==> src/rtl/mem_port_arbiter_pkg.sv <==
// Shared definitions for the data-cache port arbiter.
package core_pkg;

   localparam int MAX_REQ = 8;

   typedef enum logic {
      ARB_IDLE = 1'b0,
      ARB_BUSY = 1'b1
   } arb_state_t;

endpackage

==> src/rtl/mem_port_arbiter_rr_pick.sv <==
// Combinational round-robin picker: first masked request after last_ptr, wrapping.
module rr_pick #(
   parameter int NUM_REQ = 2,
   parameter int PW      = 1
) (
   input  logic [NUM_REQ-1:0] req,
   input  logic [NUM_REQ-1:0] mask,
   input  logic [PW-1:0]      last_ptr,
   output logic               any,
   output logic [PW-1:0]      winner
);

   logic [NUM_REQ-1:0] cand;

   assign cand = req & mask;

   // Two passes: indices above last_ptr first, then the wrapped-around lower half.
   always_comb begin
      any    = 1'b0;
      winner = '0;
      for (int i = 0; i < NUM_REQ; i++) begin
         if (!any && cand[i] && (i > int'(last_ptr))) begin
            any    = 1'b1;
            winner = PW'(i);
         end
      end
      for (int i = 0; i < NUM_REQ; i++) begin
         if (!any && cand[i] && (i <= int'(last_ptr))) begin
            any    = 1'b1;
            winner = PW'(i);
         end
      end
   end

endmodule

==> src/rtl/mem_port_arbiter.sv <==
// Round-robin arbiter sharing one data-cache port; one transaction in flight.
module mem_port_arbiter
   import core_pkg::*;
#(
   parameter int NUM_REQ         = 2,
   parameter int DATA_WIDTH      = 32,
   parameter int BYTE_DATA_WIDTH = 4
) (
   input  logic                               clk,
   input  logic                               rst,
   input  logic [NUM_REQ-1:0]                 req,
   input  logic [NUM_REQ-1:0]                 req_we,
   input  logic [NUM_REQ*DATA_WIDTH-1:0]      req_addr,
   input  logic [NUM_REQ*DATA_WIDTH-1:0]      req_wdata,
   input  logic [NUM_REQ*BYTE_DATA_WIDTH-1:0] req_byte_enable,
   output logic [NUM_REQ-1:0]                 req_valid,
   output logic [DATA_WIDTH-1:0]              req_rdata,
   output logic                               data_req,
   output logic [DATA_WIDTH-1:0]              data_addr,
   output logic [DATA_WIDTH-1:0]              wdata,
   output logic                               data_we,
   output logic [BYTE_DATA_WIDTH-1:0]         byte_enable,
   input  logic                               data_valid,
   input  logic [DATA_WIDTH-1:0]              rdata
);

   localparam int PW = (NUM_REQ > 1) ? $clog2(NUM_REQ) : 1;

   arb_state_t                 state, state_nxt;
   logic [PW-1:0]              grant, last_ptr;
   logic [PW-1:0]              pick_last, pick_win;
   logic [NUM_REQ-1:0]         pick_mask;
   logic                       pick_any, load, done;
   logic                       lat_we;
   logic [DATA_WIDTH-1:0]      lat_addr, lat_wdata;
   logic [BYTE_DATA_WIDTH-1:0] lat_be;

   rr_pick #(.NUM_REQ(NUM_REQ), .PW(PW)) u_pick (
      .req      (req),
      .mask     (pick_mask),
      .last_ptr (pick_last),
      .any      (pick_any),
      .winner   (pick_win)
   );

   assign done = (state == ARB_BUSY) && data_valid;

   // On completion the picker already sees grant as the new last_ptr so the next winner is chosen this cycle.
   always_comb begin
      state_nxt = state;
      load      = 1'b0;
      pick_mask = '1;
      pick_last = last_ptr;
      req_valid = '0;
      case (state)
         ARB_IDLE: begin
            if (pick_any) begin
               load      = 1'b1;
               state_nxt = ARB_BUSY;
            end
         end
         ARB_BUSY: begin
            pick_mask = ~(NUM_REQ'(1) << grant);
            pick_last = grant;
            if (data_valid) begin
               req_valid = NUM_REQ'(1) << grant;
               if (pick_any) load = 1'b1;
               else          state_nxt = ARB_IDLE;
            end
         end
         default: state_nxt = ARB_IDLE;
      endcase
   end

   always_ff @(posedge clk or posedge rst) begin
      if (rst) begin
         state     <= ARB_IDLE;
         grant     <= '0;
         last_ptr  <= PW'(NUM_REQ - 1);
         lat_we    <= 1'b0;
         lat_addr  <= '0;
         lat_wdata <= '0;
         lat_be    <= '0;
      end else begin
         state <= state_nxt;
         if (done) last_ptr <= grant;
         if (load) begin
            grant     <= pick_win;
            lat_we    <= req_we[pick_win];
            lat_addr  <= req_addr[int'(pick_win)*DATA_WIDTH +: DATA_WIDTH];
            lat_wdata <= req_wdata[int'(pick_win)*DATA_WIDTH +: DATA_WIDTH];
            lat_be    <= req_byte_enable[int'(pick_win)*BYTE_DATA_WIDTH +: BYTE_DATA_WIDTH];
         end
      end
   end

   assign data_req    = (state == ARB_BUSY);
   assign data_addr   = lat_addr;
   assign wdata       = lat_wdata;
   assign data_we     = lat_we;
   assign byte_enable = lat_be;
   assign req_rdata   = rdata;

endmodule

==> config.mk <==
export PLATFORM = sky130hd
export DESIGN_NAME = mem_port_arbiter
export DESIGN_NICKNAME = d
export VERILOG_FILES = /design/src/rtl/mem_port_arbiter_pkg.sv /design/src/rtl/mem_port_arbiter_rr_pick.sv /design/src/rtl/mem_port_arbiter.sv
export SDC_FILE = /design/constraint.sdc
export NUM_CORES = 1
export LEC_CHECK = 0
export BUFFER_PORTS_ARGS = -buffer_cell sky130_fd_sc_hd__clkbuf_2
export CORE_AREA = 3 3 108 110
export DETAILED_ROUTE_END_ITERATION = 8
export DIE_AREA = 0 0 111 113
export GPL_TIMING_DRIVEN = 0
export PLACE_DENSITY = 0.68
export SYNTH_ARGS = -nofsm -noshare
export SYNTH_HDL_FRONTEND = slang
export SYNTH_HIERARCHICAL = 1
export SYNTH_SLANG_ARGS = --single-unit
export TNS_END_PERCENT = 30
==> constraint.sdc <==
create_clock -name clk -period 2.3 [get_ports clk]
set_input_delay 0.23 -clock clk [delete_from_list [all_inputs] [get_ports clk]]
set_output_delay 0.23 -clock clk [all_outputs]
set_load 0.02 [all_outputs]
==> out/qor.csv, run 1 <==
stage,metric,value,unit
status,status,completed,
sta,setup_violations,0,
worst_setup_path,arrival,2.12,ns
clocking,clockBufferDepth,2,
worst_setup_path,crit_type,reg -> reg,
floorplan,die_y,113,um
clocking,htree_num_levels,3,
cells_and_area,fin_cells,770,
clocking,cts_setup_buffers,0,
yosys,syn_nets,544,
yosys,synth_flop_cell,dfrtp_1,
global_route,antenna_found_initial,0,
yosys,seq_area_frac_synth,0.459,
sta,rsz0062_at_grt,no,
cells_and_area,n_fill_cell,1017,
pwr,leakage,0.00279,uW
sta,period_share,0.842,
sta,fin_ws,0.363,ns
floorplan,initial_core_util,0.364,
yosys,syn_inst,369,
worst_setup_path,critPathCaptureType,register,
floorplan,dieWidth,111,um
routing,vias,3757,
worst_hold_path,hp-class,in -> async,
yosys,async_flop_share,1.00,
routing,ant_nets,0,
routing,drcViolationCount,0,
sta,fin_worst_skew,0.00868,ns
routing,wire_per_inst,14.7,um
clocking,cts-root-buf,clkbuf_8,
floorplan,die_area,12500,um^2
worst_setup_path,required,2.48,ns
yosys,ys_ff_latch,72,
global_route,grt_util_all_layers,0.176,
floorplan,fp.coreArea,10800,um^2
worst_setup_path,cp_max_fo,10,
sta,slew_viol_final,0,
global_route,grt_pass1_vias,3733,
placed_design,post-place-ws,0.338,ns
run,cap_violations,0,
placed_design,gp_congestion,0.861,
yosys,synth_cell_types,20,
pwr,total_power,6710,uW
cells_and_area,drive_gt1_frac,0.532,
sta,setup_tns,0,ns
cells_and_area,antennaDiodeCount,0,
worst_setup_path,critPathLaunchType,register,
cells_and_area,final_common_cell,clkbuf_2,
sta,min_period,1.94,ns
cells_and_area,synthToLayoutAreaGrowth,39.8,%
pwr,vdd_drop_max,0.538,mV
sta,hold_ws,0.0853,ns
floorplan,pin_count,279,
clocking,cts_tree,done,
yosys,yosysWarnings,6,
routing,drt-total-wl,11.3,mm
yosys,syn_avg_cell_area,10.6,um^2
global_route,grt_first_pass_wirelength,18.3,mm
sta,worst_pin_slew,0.871,ns
clocking,clk_latency,0.33,ns
yosys,synth_area,3930,um^2
clocking,cts_buffers,9,
sta,max_freq,516,MHz
routing,vias_per_cell,4.88,
placed_design,hpwl,8.88,mm
placed_design,dp_cells,755,
worst_setup_path,reg2reg_depth,7,
pwr,powerDensity,1220,nW/um^2
clocking,postCtsHoldBufs,0,
global_route,grt_max_degree,73,
cells_and_area,final_cell_mix,"clkbuf_2 (246), dfrtp_1 (71), a31oi_1 (70), mux2i_1 (69), a21oi_1 (59)",
placed_design,io_buffers,246,
sta,slew_headroom,0.419,
routing,dr.pass1.iters,4,
clocking,cts.sinks,72,
routing,drt_iter0_markers,156,
clocking,cts.reportedPaths.clkPinSlew,0.07,ns
clocking,ctsResizeCount,0,
floorplan,row_count,38,
sta,finalHoldViolCount,0,
cells_and_area,final_nets,801,
global_route,overflow,0,
yosys,synth_edf_count,0,
## through the flow
| step | utilization | cell area [um^2] |
|---|---|---|
| 2_1_floorplan | - | 3930 |
| 3_3_place_gp | 0.494 | 5330 |
| 3_5_place_dp | 0.494 | 5340 |
| 4_1_cts | 0.509 | 5490 |
| 5_1_grt | 0.509 | 5490 |
| 6_report | 0.509 | 5490 |
## final timing paths
path / startpoint / endpoint / slack (ns)
setup reg to reg: data_req / data_addr[23] / 0.36
hold / removal: rst / wdata[17] / 0.09
setup / recovery: data_req / data_addr[23] / 0.36
hold reg to reg: last_ptr / last_ptr / 0.51
max in group asynchronous: rst / wdata[31] / 1.66
min in group clk: data_valid / last_ptr / 0.20
## sequential cells by signal (all words and copies together) (netlist names)
name	cells
last_ptr	1
wdata	32
byte_enable	4
data_we	1
data_addr	32
grant	1
data_req	1
## critical path: stages (launching register included)
cell,delay (ns)
dfrtp_1,0.43
nand2_1,0.12
o21ai_0,0.09
a31oi_1,0.12
buf_2,0.24
buf_2,0.33
mux2i_1,0.34
a31oi_1,0.13
## routing by layer
metal  track usage  part of all wire  up-vias  wire (um)
met3        0.0508             0.077       11        868
met2         0.296              0.50      164       5610
met1         0.227              0.42     1732       4710
met5             0                 0        -          0
li1              -                 -     1850          -
met4        0.0402            0.0087        0         98
## cells in the mapped netlist (6+ instances only)
cell type,n,share of area
dfrtp_1,71,0.45
a31oi_1,70,0.11
nand2_1,6,0.0057
buf_6,10,0.029
buf_4,35,0.067
mux2i_1,69,0.18
clkbuf_1,6,0.0057
buf_2,16,0.020
a21oi_1,59,0.075
a21oi_2,10,0.022
## logic make-up after synthesis
group | share of synthesized area
compound gates | 0.212
buf+inv | 0.136
flops | 0.459
mux | 0.180
simple gates | 0.0124
## power by group
part           leakage [uW]  internal (uW)  switching (uW)
clock network     0.0000789            381             438
registers          0.000792           1890             365
logic               0.00192           1390            2250
## final cells by class
cell class	count	area [um^2]	share of cell area
sequential	72	1800	0.328
multi-input combinational	222	1590	0.289
timing repair buffer	246	1230	0.224
buffer	72	524	0.0955
tap	140	175	0.0319
clock buffer	11	131	0.0239
clock inverter	4	22.5	0.00410
inverter	3	13.8	0.00251
(Power assumes the default switching activity.)
==> run 2: changes to the inputs <==
- ABC_AREA: unset -> 1
- CORE_AREA: 3 3 108 110 -> unset
- CORE_MARGIN: unset -> 3
- CORE_UTILIZATION: unset -> 37
- DIE_AREA: 0 0 111 113 -> unset
- PLACE_DENSITY: 0.68 -> 0.73
- clock period: 2.3 -> 1.7 ns (I/O delays scaled with it)
==> run 2 against run 1 <==
Total power is 39% higher. Flip-flop and latch count stayed put. Fmax is 23% higher. Cell count is 27% higher. Critical path depth is 4 higher. Non-clock buffer count is 6 lower. Wire length is 5.2% higher. Clock skew hardly changed. Synthesized cell count is 56% higher. Design area is 3.7% higher. Global-route usage is 1.4 points higher. Synthesized area is 1.2% lower.
==> out/qor.csv, run 2 <==
stage,metric,value,unit
status,status,completed,
placed_design,io_buffers,246,
routing,wire_per_inst,12.2,um
sta,worst_pin_slew,0.791,ns
floorplan,pin_count,279,
routing,drcViolationCount,0,
routing,dr.pass1.iters,4,
global_route,grt_util_all_layers,0.190,
cells_and_area,final_common_cell,nand2_1,
sta,setup_tns,0,ns
sta,setup_violations,0,
cells_and_area,fin_cells,976,
global_route,overflow,0,
sta,period_share,0.923,
clocking,cts.reportedPaths.clkPinSlew,0.08,ns
worst_setup_path,reg2reg_to,wdata[6],
worst_setup_path,critPathLaunchType,register,
cells_and_area,final_nets,1014,
routing,vias,4218,
yosys,synthTopCellsByArea,"dfrtp_1 (46%), nand2_1 (41%), buf_4 (6.4%), buf_2 (2.6%), buf_6 (0.87%)",
cells_and_area,n_fill_cell,1062,
worst_setup_path,critPathCapture,wdata[6],
floorplan,row_count,36,
cells_and_area,drive_gt1_frac,0.394,
global_route,grt_first_pass_wirelength,17.5,mm
sta,fin_worst_skew,0.00832,ns
placed_design,place_area,5300,um^2
clocking,cts.sinks,72,
clocking,cts_tree,done,
sta,max_freq,637,MHz
worst_setup_path,ff2ff_setup_slack,0.13,ns
worst_setup_path,reg2reg_depth,11,
floorplan,die_area,11700,um^2
yosys,synth_area,3880,um^2
worst_setup_path,critPathCaptureType,register,
clocking,clockBufferDepth,2,
global_route,grt_pass1_vias,3809,
cells_and_area,multi_input_comb_area,1650,um^2
yosys,synth_cell_types,14,
pwr,powerDensity,1630,nW/um^2
cells_and_area,final_cell_mix,"nand2_1 (426), clkbuf_2 (246), dfrtp_1 (70), buf_4 (36), buf_2 (15)",
worst_setup_path,required,1.91,ns
cells_and_area,antennaDiodeCount,0,
routing,drt-total-wl,11.9,mm
yosys,synth_flop_cell,dfrtp_1,
worst_setup_path,cp_max_fo,10,
sta,slew_viol_final,0,
global_route,antenna_found_initial,0,
routing,drt_iter0_markers,160,
run,cap_violations,0,
yosys,async_flop_share,1.00,
yosys,synth_edf_count,0,
yosys,syn_avg_cell_area,6.72,um^2
worst_hold_path,hp-class,in -> reg,
cells_and_area,stdcell_area,5690,um^2
yosys,ys_ff_latch,72,
yosys,synth_top_cell_area_share,0.458,
yosys,synth_common_cells,"nand2_1 (427), dfrtp_1 (71), buf_4 (33)",
yosys,syn_inst,577,
sta,min_period,1.57,ns
placed_design,dp_cells,957,
sta,slew_headroom,0.471,
floorplan,initial_core_util,0.388,
floorplan,die_y,108,um
floorplan,fp.coreArea,10000,um^2
clocking,cts_buffers,9,
clocking,clk_latency,0.32,ns
yosys,yosysTopAreaCell,dfrtp_1,
sta,finalHoldViolCount,0,
worst_setup_path,reg2reg_from,last_ptr,
cells_and_area,synthToLayoutAreaGrowth,46.7,%
worst_setup_path,crit_type,reg -> reg,
global_route,grt_max_degree,38,
floorplan,dieWidth,108,um
placed_design,hpwl,9.26,mm
routing,ant_nets,0,
yosys,yosysMostFrequentCell,nand2_1,
clocking,cts-root-buf,clkbuf_8,
cells_and_area,seq_area,1800,um^2
worst_setup_path,startpoint,last_ptr,
pwr,leakage,0.00369,uW
worst_setup_path,arrival,1.78,ns
sta,rsz0062_at_grt,yes,
yosys,seq_area_frac_synth,0.465,
clocking,htree_num_levels,3,
placed_design,gp_congestion,0.756,
yosys,syn_nets,752,
routing,vias_per_cell,4.32,
yosys,yosysWarnings,6,
pwr,vdd_drop_max,0.659,mV
## run 2: cell types whose count changed in the layout (fill, tap and decap cells not counted), sizes merged, moves of 3 or more
cell / previous run / this run
inv: 3 / 7
nand3: 0 / 3
nand2b: 3 / 0
a31oi: 70 / 0
buf: 66 / 61
mux2i: 69 / 0
nand2: 6 / 428
a21oi: 69 / 1
## run 2: cell type report
cell class | count | share of cell area
plain buffers | 60 | 0.0835
clock buffers | 12 | 0.0273
clock inverters | 3 | 0.0114
inverters | 9 | 0.00879
multi-input cells | 435 | 0.290
flip-flops and latches | 72 | 0.317
well taps | 133 | 0.0292
repair buffers | 252 | 0.233
## run 2: metal layers
layer  track usage  up-vias  share of wire
met1         0.227     1846           0.40
met2         0.339      161           0.51
met3        0.0472        8          0.073
met5             0        -              0
li1              -     2203              -
met4        0.0550        0          0.012
## run 2: cells by family (layout without fill, tap and decap cells)
logic type,after synthesis,count (layout),synth area share
buffers and inverters,70,336,0.112
AOI/OAI and AO/OA,2,2,0.00258
DFF,72,72,0.465
and+or+nand+nor,433,433,0.421
## run 2: repair_timing
action | 4_1_cts | 5_1_grt
endpoints found under the hold margin | 30 | 0
resized for setup | 13 | 35
endpoints found under the setup margin | 70 | 70
hold buffers | 1 | 0
pin swaps | 0 | 1
cloned | 0 | 2
setup buffers | 0 | 2
## run 2: worst min-delay path by stage
stage / to / cells past startpoint / startpoint
final: data_addr[12] / 5 / req_addr[12]
after global routing: wdata[13] / 5 / req_wdata[45]
after CTS: data_addr[12] / 5 / req_addr[12]
after detailed placement: data_addr[17] / 2 / rst
after global placement: wdata[24] / 5 / req_wdata[24]
after floorplan: last_ptr / 2 / data_valid
## run 2: worst max-delay path, stage by stage (launching register included)
cell     delay, ns
dfstp_2       0.52
inv_1         0.05
o21ai_1       0.11
nand3_1       0.07
nand2_1       0.07
inv_2         0.05
buf_12        0.14
buf_4         0.19
nand2_1       0.07
nand2_1       0.06
nand2_1       0.07
nand2_1       0.05
## run 2: report_power, final
group	internal (uW)	leakage [uW]	switching [uW]
clock	898	0.000112	590
sequential	2510	0.000899	440
combinational	1730	0.00268	3140
## run 2: metrics by stage
stage                util  setup WS (ns)  hold WS [ns]  power [uW]
floorplan               -         0.0968         0.323        5920
global placement    0.528         -0.136         0.458        7530
detailed placement  0.530         -0.188         0.347        7600
CTS                 0.555         0.0193         0.102        9170
global route        0.569        -0.0181         0.112       10100
finish              0.569          0.131         0.123        9300
